## src/rtl/branch_pc_sequencer.sv

```systemverilog
// branch_pc_sequencer: architectural PC with sequential fetch, branch/jump redirect and a one-cycle flush.
// Optional feature macro BRANCH_STATS_EN adds saturating branch_count / taken_count outputs.
module branch_pc_sequencer #(
  parameter logic [31:0] RESET_PC = 32'h0000_0000
`ifdef BRANCH_STATS_EN
  ,
  parameter int unsigned CNT_W = 16
`endif
) (
  input  logic        clk,
  input  logic        rst_n,
  input  logic        stall,
  input  logic        fetch_ready,
  input  logic        branch_valid,
  input  logic        branch_taken,
  input  logic [31:0] branch_pc,
  input  logic [15:0] branch_imm,
  input  logic        jump,
  input  logic [25:0] jump_target,
  output logic [31:0] pc,
  output logic        fetch_valid,
  output logic        flush
`ifdef BRANCH_STATS_EN
  ,
  output logic [CNT_W-1:0] branch_count,
  output logic [CNT_W-1:0] taken_count
`endif
);

  typedef enum logic [1:0] {
    S_IDLE  = 2'd0,
    S_RUN   = 2'd1,
    S_FLUSH = 2'd2
  } state_t;

  localparam logic [31:0] RESET_PC_AL = {RESET_PC[31:2], 2'b00};

  state_t      r_state;
  state_t      w_state_nxt;
  logic [31:0] r_pc;
  logic [31:0] w_pc_nxt;
  logic        r_fetch_valid;
  logic        r_flush;
  logic        w_fetch_valid_nxt;
  logic        w_flush_nxt;
  logic        w_take;
  logic [31:0] w_pc4;
  logic [31:0] w_br_target;
  logic [31:0] w_jmp_target;

  // Word offset to byte offset with full sign extension; result is always word aligned.
  function automatic logic [31:0] f_word_offset(input logic [15:0] imm);
    f_word_offset = {{14{imm[15]}}, imm, 2'b00};
  endfunction

  assign w_take       = branch_valid & branch_taken;
  assign w_pc4        = branch_pc + 32'd4;
  assign w_br_target  = w_pc4 + f_word_offset(branch_imm);
  assign w_jmp_target = {w_pc4[31:28], jump_target, 2'b00};

  // Next-state and next-output logic; a taken branch outranks a jump, and both outrank stall/handshake.
  always_comb begin
    w_state_nxt = r_state;
    w_pc_nxt    = r_pc;
    case (r_state)
      S_IDLE: begin
        w_state_nxt = S_RUN;
      end
      S_RUN: begin
        if (w_take) begin
          w_pc_nxt    = w_br_target;
          w_state_nxt = S_FLUSH;
        end else if (jump) begin
          w_pc_nxt    = w_jmp_target;
          w_state_nxt = S_FLUSH;
        end else if (stall || !fetch_ready) begin
          w_pc_nxt    = r_pc;
          w_state_nxt = S_RUN;
        end else begin
          w_pc_nxt    = r_pc + 32'd4;
          w_state_nxt = S_RUN;
        end
      end
      S_FLUSH: begin
        w_state_nxt = S_RUN;
      end
      default: begin
        w_state_nxt = S_IDLE;
      end
    endcase
    w_fetch_valid_nxt = (w_state_nxt == S_RUN);
    w_flush_nxt       = (w_state_nxt == S_FLUSH);
  end

  // State, PC and registered outputs.
  always_ff @(posedge clk or negedge rst_n) begin
    if (!rst_n) begin
      r_state       <= S_IDLE;
      r_pc          <= RESET_PC_AL;
      r_fetch_valid <= 1'b0;
      r_flush       <= 1'b0;
    end else begin
      r_state       <= w_state_nxt;
      r_pc          <= w_pc_nxt;
      r_fetch_valid <= w_fetch_valid_nxt;
      r_flush       <= w_flush_nxt;
    end
  end

  assign pc          = r_pc;
  assign fetch_valid = r_fetch_valid;
  assign flush       = r_flush;

`ifdef BRANCH_STATS_EN
  logic [CNT_W-1:0] r_branch_count;
  logic [CNT_W-1:0] r_taken_count;
  logic [CNT_W-1:0] w_branch_count_nxt;
  logic [CNT_W-1:0] w_taken_count_nxt;

  // Saturating counters; only RUN cycles are counted, so inputs seen in IDLE/FLUSH are ignored.
  always_comb begin
    w_branch_count_nxt = r_branch_count;
    w_taken_count_nxt  = r_taken_count;
    if ((r_state == S_RUN) && branch_valid && (r_branch_count != {CNT_W{1'b1}})) begin
      w_branch_count_nxt = r_branch_count + {{(CNT_W-1){1'b0}}, 1'b1};
    end else begin
      w_branch_count_nxt = r_branch_count;
    end
    if ((r_state == S_RUN) && w_take && (r_taken_count != {CNT_W{1'b1}})) begin
      w_taken_count_nxt = r_taken_count + {{(CNT_W-1){1'b0}}, 1'b1};
    end else begin
      w_taken_count_nxt = r_taken_count;
    end
  end

  // Counter registers.
  always_ff @(posedge clk or negedge rst_n) begin
    if (!rst_n) begin
      r_branch_count <= {CNT_W{1'b0}};
      r_taken_count  <= {CNT_W{1'b0}};
    end else begin
      r_branch_count <= w_branch_count_nxt;
      r_taken_count  <= w_taken_count_nxt;
    end
  end

  assign branch_count = r_branch_count;
  assign taken_count  = r_taken_count;
`endif

endmodule

```

## config.mk

```make
export PLATFORM = sky130hd
export DESIGN_NAME = branch_pc_sequencer
export DESIGN_NICKNAME = d
export VERILOG_FILES = /design/src/rtl/branch_pc_sequencer.sv
export SDC_FILE = /design/constraint.sdc
export NUM_CORES = 1
export LEC_CHECK = 0
export BUFFER_PORTS_ARGS = -buffer_cell sky130_fd_sc_hd__buf_2
export CAP_MARGIN = 10
export CORE_UTILIZATION = 45
export DETAILED_ROUTE_END_ITERATION = 8
export PLACE_DENSITY = 0.76
export SETUP_SLACK_MARGIN = 0.3
export SYNTH_ARGS = -nofsm -noshare
export SYNTH_HDL_FRONTEND = slang
export SYNTH_SLANG_ARGS = --single-unit
```

## constraint.sdc

```tcl
create_clock -name clk -period 3.13 [get_ports clk]
set_clock_uncertainty 0.2 [all_clocks]
set_input_delay 0.313 -clock clk [delete_from_list [all_inputs] [get_ports clk]]
set_output_delay 0.313 -clock clk [all_outputs]
set_load 0.01 [all_outputs]
```

==> results.json, run 1 <==
{
  "r2r_setup_slack_ns": 0.35,
  "crit_type": "in -> reg",
  "ys.flop_type": "dfrtp_1",
  "end_kind": "flop",
  "grt-ovfl-total": 0,
  "max_freq_mhz": 305,
  "leakagePower_nw": 3.13,
  "combPwrFrac_pct": 57.8,
  "nets": 944,
  "grt_max_degree": 37,
  "netlist.area_leader.share_pct": 19.9,
  "yosys_register_bits": 36,
  "syn_area_per_cell_um2": 7.66,
  "worstPathMaxFanout": 4,
  "max_slew_margin_pct": 41.5,
  "peakVddDrop_uv": 267,
  "slew_violations": 0,
  "io_buffers": 114,
  "finalWeightedCongestion": 0.900,
  "grt_pass1_wl_um": 26200,
  "power.density_mw_per_mm2": 453,
  "violations": "negative setup slack",
  "rows": 36,
  "vias": 5735,
  "crit_arrival_ns": 3.28,
  "post-place-ws_ns": -0.488,
  "p_total_mw": 3.09,
  "synth_area_leaders": "dfrtp_1 (20%), ha_1 (10%), xnor2_1 (7.9%)",
  "hpwl_um": 12100,
  "clk_transition_reported_paths_ns": 0.09,
  "clock_latency_ns": 0.31,
  "min_path_type": "in -> reg",
  "die_y_um": 102,
  "synth_edf_count": 0,
  "maxCapViolCount": 0,
  "htree_levels": 2,
  "whs_ns": 0.0258,
  "firstDrtPassIters": 5,
  "fin_area_mm2": 0.00682,
  "worst_slack_ns": -0.152,
  "grt.total_usage_pct": 31.8,
  "antenna_found_initial": 1,
  "regArea_um2": 901,
  "dieWidth_um": 102,
  "wl_um": 17300,
  "async_flop_share_pct": 100,
  "drt-initial-drc-count": 374,
  "fillCellCount": 744,
  "drive_gt1_share_pct": 41.4,
  "antenna_left": 0,
  "areaGrowthSynthToFinish_pct": 50.9,
  "ys_types": 63,
  "cts_buffer_depth": 2,
  "required_ns": 3.13,
  "yosysWarningCount": 0,
  "rsz0062_at_grt": "yes",
  "avgViaCountPerCell": 5.97,
  "power.share.switching_pct": 46.5,
  "postSynthNetCount": 708,
  "multiInputGateArea_mm2": 0.00397,
  "switchingPower_mw": 1.44,
  "cell_internal_pwr_mw": 1.65,
  "numClockSinks": 36,
  "clock-root-buffer": "clkbuf_8",
  "timing.final.crit_share_pct": 105,
  "cts_tree": "done",
  "pwr-share-clk_pct": 11.6,
  "ys_seq_area_share_pct": 19.9,
  "min_period_ns": 3.28,
  "drc": 0,
  "postPlaceCellArea_mm2": 0.00615,
  "setup_viol": 6,
  "worst_pin_slew_ns": 0.875,
  "synth_top_cell_by_area": "dfrtp_1",
  "grt_pass1_vias": 5521,
  "netlist_instances": 590,
  "pwr-share-seq_pct": 30.6,
  "start_kind": "input port",
  "ioPinCount": 115,
  "start_util_pct": 46.2,
  "numCtsBuffers": 5,
  "status": "complete, but fails checks",
  "die-area_mm2": 0.0104,
  "core_area_mm2": 0.00977,
  "hold_viol": 0,
  "syn_area_mm2": 0.00452,
  "avgRoutedWirePerCell_um": 18.0
}
## flip-flops by register name (all words and copies together) (netlist names)
name	count
fetch_valid	1
flush	1
pc	32
r_state	2
## area by class of cell
| class | instances | area share (%) |
|---|---|---|
| Antenna cell | 1 | 0.0367 |
| Clock buffer | 5 | 1.01 |
| Clock inverter | 3 | 0.349 |
| Inverter | 9 | 0.496 |
| Multi-Input combinational cell | 524 | 58.2 |
| Sequential cell | 36 | 13.2 |
| Tap cell | 133 | 2.44 |
| Timing Repair Buffer | 250 | 24.3 |
## power groups by stage
stage / Combinational (mW) / Clock [mW] / Sequential, mW
floorplan: 0.842 / 0 / 0.967
global placement: 1.54 / 0 / 0.926
detailed placement: 1.59 / 0 / 0.941
CTS: 1.70 / 0.355 / 0.931
global route: 1.93 / 0.373 / 0.973
finish: 1.79 / 0.358 / 0.945
## kinds of logic after synthesis
| kind of cell | count (synthesis) | share of synthesized area [%] |
|---|---|---|
| AO/OA/AOI/OAI | 193 | 29.1 |
| XOR/XNOR | 53 | 10.3 |
| adder cells (fa/ha/maj) | 37 | 10.4 |
| buffers and inverters | 30 | 2.55 |
| flip-flops | 36 | 19.9 |
| multiplexers | 11 | 2.57 |
| AND/OR/NAND/NOR | 230 | 25.2 |
## final timing paths
check	from	end	cells past startpoint
max in group asynchronous	rst_n	pc[6]	2
min in group asynchronous	rst_n	pc[20]	2
hold / removal	branch_pc[1]	pc[1]	2
setup reg to reg	pc[11]	pc[26]	8
setup / recovery	branch_pc[5]	pc[23]	15
hold reg to reg	pc[1]	pc[1]	1
## synthesized netlist by cell type (4+ instances only)
cell       n
nand2_1   66
nor2_1    54
a21oi_1   46
xnor2_1   41
dfrtp_1   36
ha_1      36
nand3_1   32
o21ai_0   24
a21o_1    20
clkbuf_1  19
o21ai_1   19
and3_1    16
nand4_1   13
xor2_1    12
and4_1    10
a31oi_1    9
nor3_1     9
inv_1      7
o211ai_1   7
o21a_1     7
a211oi_1   6
and2_1     6
mux2i_1    6
o31ai_1    6
o21bai_1   5
o22ai_1    5
a22o_1     4
a22oi_1    4
mux2_1     4
nand2b_1   4
## layer usage
metal	GRT usage [%]	wire length (µm)	up-vias
met5	0	0	-
met4	15.1	577	0
met3	3.49	1280	55
met2	54.6	8360	302
met1	39.9	7070	2682
li1	-	-	2696
## per-stage QoR
stage | TNS (ns) | utilization [%] | std cells
floorplan | -0.419 | - | 590
global placement | -3.84 | 62.9 | 938
detailed placement | -5.00 | 62.9 | 938
CTS | 0 | 68.5 | 958
global route | -1.80 | 69.8 | 961
finish | -0.395 | 69.8 | 961
## worst max-delay path, stage by stage
cell and delay, ns:
buf_6 0.07, and4_4 0.25, and4_4 0.25, buf_6 0.13, nand3_4 0.07, xnor2_1 0.13
ha_1 0.35, nand4_1 0.17, a21oi_2 0.09, a2111oi_4 0.52, buf_4 0.21, o31ai_4 0.08
a311o_1 0.31, a32oi_1 0.23, a21oi_1 0.10
## timing repair
action	in CTS	in global routing
hold buffers	1	0
hold endpoints to repair	36	0
gates resized for setup	69	16
pin swaps	60	25
setup endpoints to repair	18	21
setup buffers	11	2
## placed cells by master (no fill, tap or decap), types with 5 or more instances in the layout
cell       count
a21oi_1       33
a2111oi_4      5
nor3_1         7
o211ai_1       7
xnor2_2        7
dfrtp_1       36
o21ai_2        7
nand3_1       27
mux2i_1        6
inv_1          7
and3_1        12
xor2_1        11
o21ai_1       14
nand2_1       65
a31oi_1        8
a21o_1        20
o21bai_1       5
nand4_1       13
a21oi_2       12
ha_1          30
nor2_1        52
and4_1         6
buf_2        107
o21ai_0       23
xnor2_1       33
buf_4        130
o21a_1         7
buf_6         12
clkbuf_8       5
(Power assumes the default switching activity.)
==> inputs of run 2 (changes only) <==
CORE_ASPECT_RATIO = 1.1   (was unset)
CORE_MARGIN = 1   (was unset)
==> run 2 against run 1 <==
Effect of this change:
- the run still ends with negative setup slack left
- clock-buffer cell count grew 2
- power increased by 0.81%
- sequential share of layout area stayed put
- first-iteration DRC count is 4.5% lower
- critical endpoint is now pc[30]
- clock power is 4% higher
- via count up 1.6%
- highest routed layer unchanged
- combinational power about the same
- routed wire length increased by 1.2%
- critical path depth unchanged
- utilization fell by 0.14 points
- sequential cell count is the same
==> results.json, run 2 (same netlist as run 1, synthesis figures left out) <==
{
  "crit_arrival_ns": 3.24,
  "end_kind": "flop",
  "utilization_pct": 69.6,
  "clk_transition_reported_paths_ns": 0.08,
  "required_ns": 3.14,
  "final_common_cell": "buf_4",
  "worst_pin_slew_ns": 0.882,
  "crit_type": "in -> reg",
  "finalWeightedCongestion": 0.961,
  "htree_levels": 2,
  "critPathMostFrequentCell": "buf_6",
  "nets": 949,
  "antenna_found_initial": 0,
  "p_total_mw": 3.11,
  "diodes": 0,
  "dr_wl_met3_um": 1270,
  "firstDrtPassIters": 5,
  "power.density_mw_per_mm2": 457,
  "die_y_um": 107,
  "start_util_pct": 46.1,
  "wl_um": 17500,
  "vias": 5824,
  "postPlaceCellArea_mm2": 0.00614,
  "max_freq_mhz": 309,
  "reg2reg_depth": 9,
  "core_area_mm2": 0.00979,
  "r2r_setup_slack_ns": 0.36,
  "worst_path_max_delay_cell": "a2111oi_4",
  "fin_area_mm2": 0.00682,
  "min_path_cells": 2,
  "drive_gt1_share_pct": 40.9,
  "finalSetupTns_ns": -0.562,
  "clock_latency_ns": 0.29,
  "violations": "negative setup slack",
  "status": "complete, but fails checks",
  "whs_ns": 0.0490,
  "hold_viol": 0,
  "cp_top_family": "compound AO/OA/AOI/OAI gates",
  "clock-root-buffer": "clkbuf_8",
  "antenna_left": 0,
  "ioPinCount": 115,
  "max_slew_margin_pct": 41.2,
  "route.top_layer_used": "met4",
  "peakVddDrop_uv": 205,
  "final_cell_mix": "buf_4 (135), buf_2 (107), nand2_1 (65), nor2_1 (53), dfrtp_1 (36)",
  "drc": 0,
  "worstPathMaxFanout": 4,
  "rsz0062_at_grt": "yes",
  "numClockSinks": 36,
  "min_path_type": "in -> reg",
  "avgViaCountPerCell": 6.12,
  "setup_viol": 9,
  "dieWidth_um": 97.6,
  "wl_met1_um": 6810,
  "io_buffers": 114,
  "worst_slack_ns": -0.106,
  "crit_chain": "buf_6 > and4_4 > buf_6 > and3_4 > nand4_1 > xnor2_1 > ha_1 > buf_6 > a21o_1 > a2111oi_4 > nor2_4 > a41oi_4 > a31oi_4 > mux2_4 > o211ai_1",
  "grt.total_usage_pct": 30.6,
  "largest_reg_flops": 32,
  "fillCellCount": 724,
  "grt_pass1_wl_um": 26000,
  "maxCapViolCount": 0,
  "areaGrowthSynthToFinish_pct": 50.9,
  "avgRoutedWirePerCell_um": 18.4,
  "rows": 38,
  "critPathBufInv": 3,
  "critical-path-max-stage-delay_ns": 0.38,
  "slew_violations": 0,
  "timing.final.crit_share_pct": 103,
  "grt-ovfl-total": 0,
  "leakagePower_nw": 3.15,
  "dr_wl_met2_um": 8520,
  "start_kind": "input port",
  "grt_max_degree": 37,
  "grt_pass1_vias": 5525,
  "hpwl_um": 12100,
  "die-area_mm2": 0.0104,
  "cts_buffer_depth": 2,
  "drt-initial-drc-count": 357,
  "min_period_ns": 3.24,
  "numCtsBuffers": 5,
  "critical_path_depth": 15,
  "cts_tree": "done"
}
run 2: metal layers:
layer  track usage [%]  vias up
li1                  -     2698
met1              36.9     2723
met2              54.8      312
met3              3.26       91
met4              13.8        0
met5                 0        -
run 2: final cells by class:
class	count	area (µm²)	area share [%]
inverter	9	33.8	0.496
multi-input combinational	524	3940	57.8
sequential	36	901	13.2
tap	120	150	2.20
timing repair buffer	255	1690	24.8
clock buffer	7	96.3	1.41
run 2: what timing repair did:
action                                  in CTS  in global routing
hold buffers                                 1                  0
gates resized for setup                     50                 34
setup buffers                                4                 13
endpoints found under the hold margin       36                  0
pin swaps                                   29                 27
endpoints found under the setup margin      18                 22
run 2: through the flow:
step	std cells	setup WS (ns)
2_1_floorplan	590	-0.315
3_3_place_gp	926	-0.352
3_5_place_dp	926	-0.430
4_1_cts	938	0.0000289
5_1_grt	951	-0.225
6_report	951	-0.106
run 2: path summary, 6_finish.rpt:
kind,start,to
setup / recovery,branch_pc[5],pc[30]
hold / removal,branch_pc[1],pc[1]
setup reg to reg,pc[2],pc[26]
hold reg to reg,pc[1],pc[1]
max in group asynchronous,rst_n,pc[11]
min in group asynchronous,rst_n,pc[5]
run 2: power by group:
group          internal [mW]  total [mW]  switching [mW]
Sequential             0.663       0.948           0.285
Clock                  0.196       0.371           0.174
Combinational          0.841        1.80           0.955
